==> src/rtl/checker_page_scan_pkg.sv <==
// Shared encodings for the page scanner: mode selects, FSM states and page geometry.
package checker_page_scan_pkg;

  typedef enum logic [1:0] {
    CHECKER_MODE_SINGLE = 2'd0,
    CHECKER_MODE_AUTO   = 2'd1,
    CHECKER_MODE_READ   = 2'd2,
    CHECKER_MODE_DUMMY  = 2'd3
  } checker_mode_e;

  typedef enum logic [2:0] {
    CHECKER_SCAN_IDLE     = 3'd0,
    CHECKER_SCAN_ISSUE    = 3'd1,
    CHECKER_SCAN_WAIT_RD  = 3'd2,
    CHECKER_SCAN_IRQ      = 3'd3,
    CHECKER_SCAN_ACK_WAIT = 3'd4,
    CHECKER_SCAN_DONE     = 3'd5,
    CHECKER_SCAN_HOLD     = 3'd6
  } checker_scan_state_e;

  localparam int unsigned PAGE_QWORDS = 512;
  localparam logic [8:0]  LAST_INDEX  = 9'(PAGE_QWORDS - 1);

  // Quad-word address inside a 4 KiB page: page number, qword index, byte offset 0.
  function automatic logic [63:0] page_qword_addr(input logic [51:0] page,
                                                  input logic [8:0]  idx);
    return {page, idx, 3'b000};
  endfunction

endpackage

==> src/rtl/checker_rd_watchdog.sv <==
// Read watchdog: cleared before each read, counts while the read is outstanding,
// flags expiry on the TIMEOUT-th outstanding cycle.
module checker_rd_watchdog #(
  parameter int unsigned TIMEOUT = 256
) (
  input  logic i_clk,
  input  logic i_rst_n,
  input  logic i_start,
  input  logic i_clear,
  output logic o_expire
);

  localparam int unsigned CW = (TIMEOUT > 1) ? $clog2(TIMEOUT) : 1;
  localparam logic [CW-1:0] LIMIT = CW'(TIMEOUT - 1);

  logic [CW-1:0] r_count;
  logic          w_at_limit;

  assign w_at_limit = (r_count == LIMIT);
  assign o_expire   = i_start && w_at_limit;

  // Count outstanding cycles; saturate at the limit so the flag cannot wrap away.
  always_ff @(posedge i_clk or negedge i_rst_n) begin
    if (!i_rst_n) begin
      r_count <= '0;
    end else if (i_clear) begin
      r_count <= '0;
    end else if (i_start && !w_at_limit) begin
      r_count <= r_count + 1'b1;
    end
  end

endmodule

==> src/rtl/checker_page_scan.sv <==
// Page scanner: single read, or a 512-qword page scan looking for MAGIC in the
// upper word, with irq/ack handshake per hit, watchdog and abort support.
module checker_page_scan
  import checker_page_scan_pkg::*;
#(
  parameter logic [31:0] MAGIC   = 32'h4D5A9000,
  parameter int unsigned TIMEOUT = 256
) (
  input  logic        sys_clk,
  input  logic        sys_rst_n,
  input  logic        mode_start,
  input  logic [1:0]  mode_mode,
  input  logic [63:0] mode_addr,
  input  logic        mode_ack,
  output logic        mode_end,
  output logic        mode_error,
  output logic        mode_irq,
  output logic [63:0] mode_data,
  output logic        rd_req,
  output logic [63:0] rd_addr,
  input  logic        rd_ack,
  input  logic [63:0] rd_data,
  input  logic        rd_err
);

  checker_scan_state_e r_state;
  logic                r_single;
  logic [8:0]          r_index;
  logic                r_mode_end;
  logic                r_mode_error;
  logic                r_mode_irq;
  logic                r_rd_req;
  logic [63:0]         r_mode_data;
  logic [63:0]         r_rd_addr;

  checker_mode_e       w_mode;
  logic                w_abort;
  logic                w_rd_ack;
  logic                w_rd_err;
  logic                w_match;
  logic                w_last;
  logic                w_wd_run;
  logic                w_wd_clear;
  logic                w_wd_expire;

  assign w_mode     = checker_mode_e'(mode_mode);
  assign w_abort    = !mode_start && (r_state != CHECKER_SCAN_IDLE) &&
                      (r_state != CHECKER_SCAN_HOLD);
  assign w_rd_ack   = rd_ack && r_rd_req;
  assign w_rd_err   = rd_err && r_rd_req;
  assign w_match    = (rd_data[63:32] == MAGIC);
  assign w_last     = (r_index == LAST_INDEX);
  assign w_wd_clear = (r_state == CHECKER_SCAN_ISSUE);
  assign w_wd_run   = (r_state == CHECKER_SCAN_WAIT_RD);

  checker_rd_watchdog #(
    .TIMEOUT(TIMEOUT)
  ) u_rd_watchdog (
    .i_clk    (sys_clk),
    .i_rst_n  (sys_rst_n),
    .i_start  (w_wd_run),
    .i_clear  (w_wd_clear),
    .o_expire (w_wd_expire)
  );

  // Scan FSM with registered pulses, read request/address and result register.
  always_ff @(posedge sys_clk or negedge sys_rst_n) begin
    if (!sys_rst_n) begin
      r_state      <= CHECKER_SCAN_IDLE;
      r_single     <= 1'b0;
      r_index      <= '0;
      r_mode_end   <= 1'b0;
      r_mode_error <= 1'b0;
      r_mode_irq   <= 1'b0;
      r_rd_req     <= 1'b0;
      r_mode_data  <= '0;
      r_rd_addr    <= '0;
    end else begin
      r_mode_end   <= 1'b0;
      r_mode_error <= 1'b0;
      r_mode_irq   <= 1'b0;
      if (w_abort) begin
        r_rd_req <= 1'b0;
        r_state  <= CHECKER_SCAN_IDLE;
      end else begin
        case (r_state)
          CHECKER_SCAN_IDLE: begin
            if (mode_start) begin
              case (w_mode)
                CHECKER_MODE_DUMMY: begin
                  r_mode_end <= 1'b1;
                  r_state    <= CHECKER_SCAN_HOLD;
                end
                CHECKER_MODE_AUTO: begin
                  r_mode_error <= 1'b1;
                  r_state      <= CHECKER_SCAN_HOLD;
                end
                CHECKER_MODE_SINGLE: begin
                  if (mode_addr[11:0] != '0) begin
                    r_mode_error <= 1'b1;
                    r_state      <= CHECKER_SCAN_HOLD;
                  end else begin
                    r_single <= 1'b1;
                    r_index  <= '0;
                    r_state  <= CHECKER_SCAN_ISSUE;
                  end
                end
                CHECKER_MODE_READ: begin
                  if (mode_addr[2:0] != '0) begin
                    r_mode_error <= 1'b1;
                    r_state      <= CHECKER_SCAN_HOLD;
                  end else begin
                    r_single <= 1'b0;
                    r_state  <= CHECKER_SCAN_ISSUE;
                  end
                end
                default: r_state <= CHECKER_SCAN_IDLE;
              endcase
            end
          end
          CHECKER_SCAN_ISSUE: begin
            r_rd_addr <= r_single ? page_qword_addr(mode_addr[63:12], r_index) : mode_addr;
            r_rd_req  <= 1'b1;
            r_state   <= CHECKER_SCAN_WAIT_RD;
          end
          CHECKER_SCAN_WAIT_RD: begin
            if (w_rd_err || w_wd_expire) begin
              r_rd_req     <= 1'b0;
              r_mode_error <= 1'b1;
              r_state      <= CHECKER_SCAN_HOLD;
            end else if (w_rd_ack) begin
              r_rd_req <= 1'b0;
              if (!r_single) begin
                r_mode_data <= rd_data;
                r_mode_end  <= 1'b1;
                r_state     <= CHECKER_SCAN_HOLD;
              end else if (w_match) begin
                r_mode_data <= r_rd_addr;
                r_state     <= CHECKER_SCAN_IRQ;
              end else if (w_last) begin
                r_state <= CHECKER_SCAN_DONE;
              end else begin
                r_index <= r_index + 1'b1;
                r_state <= CHECKER_SCAN_ISSUE;
              end
            end
          end
          CHECKER_SCAN_IRQ: begin
            r_mode_irq <= 1'b1;
            r_state    <= CHECKER_SCAN_ACK_WAIT;
          end
          CHECKER_SCAN_ACK_WAIT: begin
            if (mode_ack) begin
              if (w_last) begin
                r_state <= CHECKER_SCAN_DONE;
              end else begin
                r_index <= r_index + 1'b1;
                r_state <= CHECKER_SCAN_ISSUE;
              end
            end
          end
          CHECKER_SCAN_DONE: begin
            r_mode_end <= 1'b1;
            r_state    <= CHECKER_SCAN_HOLD;
          end
          CHECKER_SCAN_HOLD: begin
            if (!mode_start) r_state <= CHECKER_SCAN_IDLE;
          end
          default: r_state <= CHECKER_SCAN_IDLE;
        endcase
      end
    end
  end

  assign mode_end   = r_mode_end;
  assign mode_error = r_mode_error;
  assign mode_irq   = r_mode_irq;
  assign mode_data  = r_mode_data;
  assign rd_req     = r_rd_req;
  assign rd_addr    = r_rd_addr;

endmodule

==> config.mk <==
export PLATFORM = sky130hd
export DESIGN_NAME = checker_page_scan
export DESIGN_NICKNAME = d
export VERILOG_FILES = /design/src/rtl/checker_page_scan_pkg.sv /design/src/rtl/checker_rd_watchdog.sv /design/src/rtl/checker_page_scan.sv
export SDC_FILE = /design/constraint.sdc
export NUM_CORES = 1
export LEC_CHECK = 0
export ABC_CLOCK_PERIOD_IN_PS = 3300
export BUFFER_PORTS_ARGS = -buffer_cell sky130_fd_sc_hd__buf_2
export CORE_ASPECT_RATIO = 0.5
export CORE_MARGIN = 4
export CORE_UTILIZATION = 42
export CTS_CLUSTER_SIZE = 20
export DETAILED_ROUTE_END_ITERATION = 10
export PLACE_DENSITY = 0.73
export SETUP_SLACK_MARGIN = 0.1
export SYNTH_ARGS = -nofsm -noshare
export SYNTH_HDL_FRONTEND = slang
export SYNTH_SLANG_ARGS = --single-unit
==> constraint.sdc <==
create_clock -name sys_clk -period 3.3 [get_ports sys_clk]
set_input_delay 0.495 -clock sys_clk [delete_from_list [all_inputs] [get_ports sys_clk]]
set_output_delay 0.495 -clock sys_clk [all_outputs]
set_load 0.005 [all_outputs]
==> results.txt <==
- The critical path crosses 9 cells after its start point.
- Summed over all layers, the global routing overflow is 0.
* Transition time of the tightest slew-check pin: 719.8 ps
- The clock tree synthesis step divided the H-tree into 4 levels.
- Overall via count from detail_route: 6,111
- Reg-to-reg endpoint: r_index[0]
- The routed design could run at a clock period as short as 2957 ps.
- The tightest min-delay check is of the input port to async pin type.
- Setup crit end: r_index[0]
- Max-cap violations in this run came to 0.
- Static timing analysis puts the maximum clock frequency at 338.1 MHz.
- Number of global-route vias before repair: 6,318
* Core area: 16,680 um2
* Crit path largest cell delay: 560 ps
* Count of endpoints failing hold in the final timing report: 0
- Post-route DRC: 0
- For this design, the CTS-stage hold fixing added 0 buffers.
- The longest clock path from root to sink contains 2 buffers.
- Adding up every negative setup slack in the final design gives 0 ps.
* Share of flip-flops with an asynchronous set or reset: 1.000
- Max transition margin: 0.5202
- After clock tree synthesis, the clock-pin slew on the worst setup and hold paths is 70 ps.
* Maximum number of pins on one net before global-route repair: 76
- After floorplanning, the core was divided into 33 placement rows.
- Outcome: finished, final reports clean
- The critical path goes through ha_1 > and3_1 > and3_1 > and3_1 > ha_1 > a221oi_1 > o21ai_1 > or3_1 > mux2_4.
- Cell type with the highest occurrence count on the critical path: and3_1
- Layout cell share with drive strength beyond 1: 0.4721
- TritonCTS created 17 clock buffers.
- Post-synth top area share: 0.5254
* Kind of start point of the critical path: register
- Number of enable-type register cells in the synthesized netlist: 0
- Number of top-level pins: 268
- Post-synth design cell area: 7287 um2
- DIE AREA: 19,650 um2
- Of the synthesized area, sequential elements account for 0.5254.
- In this run the worst setup path begins at r_index[0].
* Overall fraction of global-route tracks in use: 0.2102
- Clock tree from TritonCTS: built
- Most used cells in the layout excluding fill and tap cells: buf_2, nand2_1, dfrtp_1
- The synthesized design spends more area on one cell type than any other, namely dfrtp_1.
* Synth top area cells: dfrtp_1, mux2_2, nand2_1, nor2_1, mux2i_1
- Clock latency on the worst-skew pair, taken at its later pin, is 410 ps.
* Post-route cell area: 9510 um2
- Filler instances: 1,469
- Placed instance area: 8921 um2
- In this design, the largest share of critical-path delay is due to simple AND/OR/NAND/NOR gates.
- Die extent in x: 194.3 um
- Crit. End Element: register
- Path depth of the worst reg2reg path: 9
- Initial cell density of the core: 0.4368
- A synthesized cell averages 10.83 um2.
- The cell count after synthesis came out at 673.
- Synthesis instantiated 51 different standard cells from the library.
- Of the available clock period, the critical path in the final layout requires 0.8961.
- The net count of the finished layout is 1,077.
- Worst EP required: 3600 ps
- In the final routed layout, each cell accounts on average for 17.63 um.
- In this run, synthesis produced a sequential element count of 153.
- Leaving out fill and tap cells, the most frequent cell in the layout is buf_2.
- Worst setup skew after layout: 9.637 ps
- Origin of the critical flop-to-flop path: r_index[0]
* First-pass GRT wire length: 33,380 um
- The clock drives 153 sinks.
- The critical path in this run is classified as register to register.
* Max VDD drop: 411.7 uV
- Number of gates resized after cts: 0
* Vias per Instance: 5.183
- The analysis attributes to cell leakage a power of 0.004978 uW.
- At the worst endpoint, the arrival time is 3260 ps.
* Global placement routability congestion: 0.8758
- The largest individual stage delay along the critical path comes from the cell or3_1.
- The number of antenna violations at the first check in global routing was 1.
- RSZ-0062 raised after global routing: no
* Height of the die: 101.1 um
- The root buffer cell chosen for the clock tree is clkbuf_16.
- Primary FF master, synth: dfrtp_1
- Number of pins with negative max-slew slack in the final report: 0
* Register-to-register setup slack: 340 ps
* Top fanout value on the critical path: 9
* DR iter-0 viols: 372
- Total of buffers placed on input and output ports: 267
* Number of setup violations in the final report: 0
* Synthesis-to-layout area growth: 30.51%
- During synthesis, Yosys emitted a total of 0 warnings.
- Power per unit of standard cell area: 772.7 nW/um2
* Post-Syn Nets: 812
* Number of buffer and inverter instances along the worst setup path: 0
* Total detailed-routing wirelength: 20,780 um
- Post-CTS timing repair inserted 0 buffers for setup.
* DP Wirelength: 15,260 um
- Detailed-router iteration count before antenna repair: 5
* Antenna-violating nets left: 0
state kept, by name, summed over array words and instances, names as in the netlist:
| register | cells |
|---|---|
| r_index | 9 |
| rd_addr | 64 |
| mode_irq | 1 |
| rd_req | 1 |
| mode_end | 1 |
| mode_data | 64 |
| r_state | 3 |
| u_rd_watchdog.r_count | 8 |
| r_single | 1 |
| mode_error | 1 |
worst min-delay path by stage:
stage | cells past startpoint | to | slack (ps) | from
final | 1 | rd_addr[33] | 80 | sys_rst_n
after global placement | 2 | rd_addr[25] | 470 | rd_addr[25]
after detailed placement | 2 | rd_addr[37] | 480 | rd_addr[37]
after CTS | 1 | rd_addr[33] | 120 | sys_rst_n
after global routing | 1 | rd_addr[33] | 130 | sys_rst_n
after floorplan | 0 | mode_data[0] | 200 | sys_rst_n
area by class of cell:
cell class,instances,area (um2),share of cell area
multi-input combinational,478,3293,0.3463
sequential,153,3832,0.4030
inverter,7,26.28,0.002763
clock inverter,13,143.9,0.01513
timing repair buffer,281,1485,0.1562
antenna,1,2.502,0.0002631
clock buffer,19,442.9,0.04657
tap,227,284.0,0.02986
cell families after synthesis:
logic type,share of synthesized area
muxes,0.2136
adders and majority gates,0.005152
xor gates and xnor gates,0.008414
AOI/OAI and AO/OA,0.06473
buffers and inverters,0.02421
and+or+nand+nor,0.1585
DFF,0.5254
synth_stat cells, types with 5 or more instances:
cell,count
o41ai_1,6
and3_1,6
o21ai_1,7
mux2i_1,10
nand2_1,180
inv_1,7
dfrtp_1,153
mux2_2,126
nor3_1,7
clkbuf_1,24
nand3_1,5
o21ai_0,9
buf_2,9
nor2_1,34
a21oi_1,14
through the flow:
stage          std cells    util  total power (uW)  worst slack (ps)  hold WS [ps]
3_5_place_dp        1146  0.5348              5432             322.4         479.8
3_3_place_gp        1146  0.5348              5334             273.1         471.4
2_1_floorplan        673       -              4241             501.0         199.4
4_1_cts             1178  0.5700              7396             383.0         118.0
5_1_grt             1179  0.5701              7810             220.3         131.1
6_report            1179  0.5701              7349             342.7         81.56
routing by layer:
layer  global-route usage  up-vias  wire length (um)
met5                    0        -                 0
met4              0.08045        0               521
met3              0.04088       37               948
met2               0.3717      187             10660
met1               0.2610     3012              8649
li1                     -     2875                 -
power by group:
| group | switching [uW] | total (uW) | internal [uW] | leakage [uW] |
|---|---|---|---|---|
| logic | 1230 | 2340 | 1110 | 0.00270 |
| clock network | 793 | 1930 | 1140 | 0.000276 |
| registers | 535 | 3080 | 2540 | 0.00200 |
| total | 2560 | 7350 | 4790 | 0.00498 |
No activity file was read; power rests on OpenSTA's default activity.
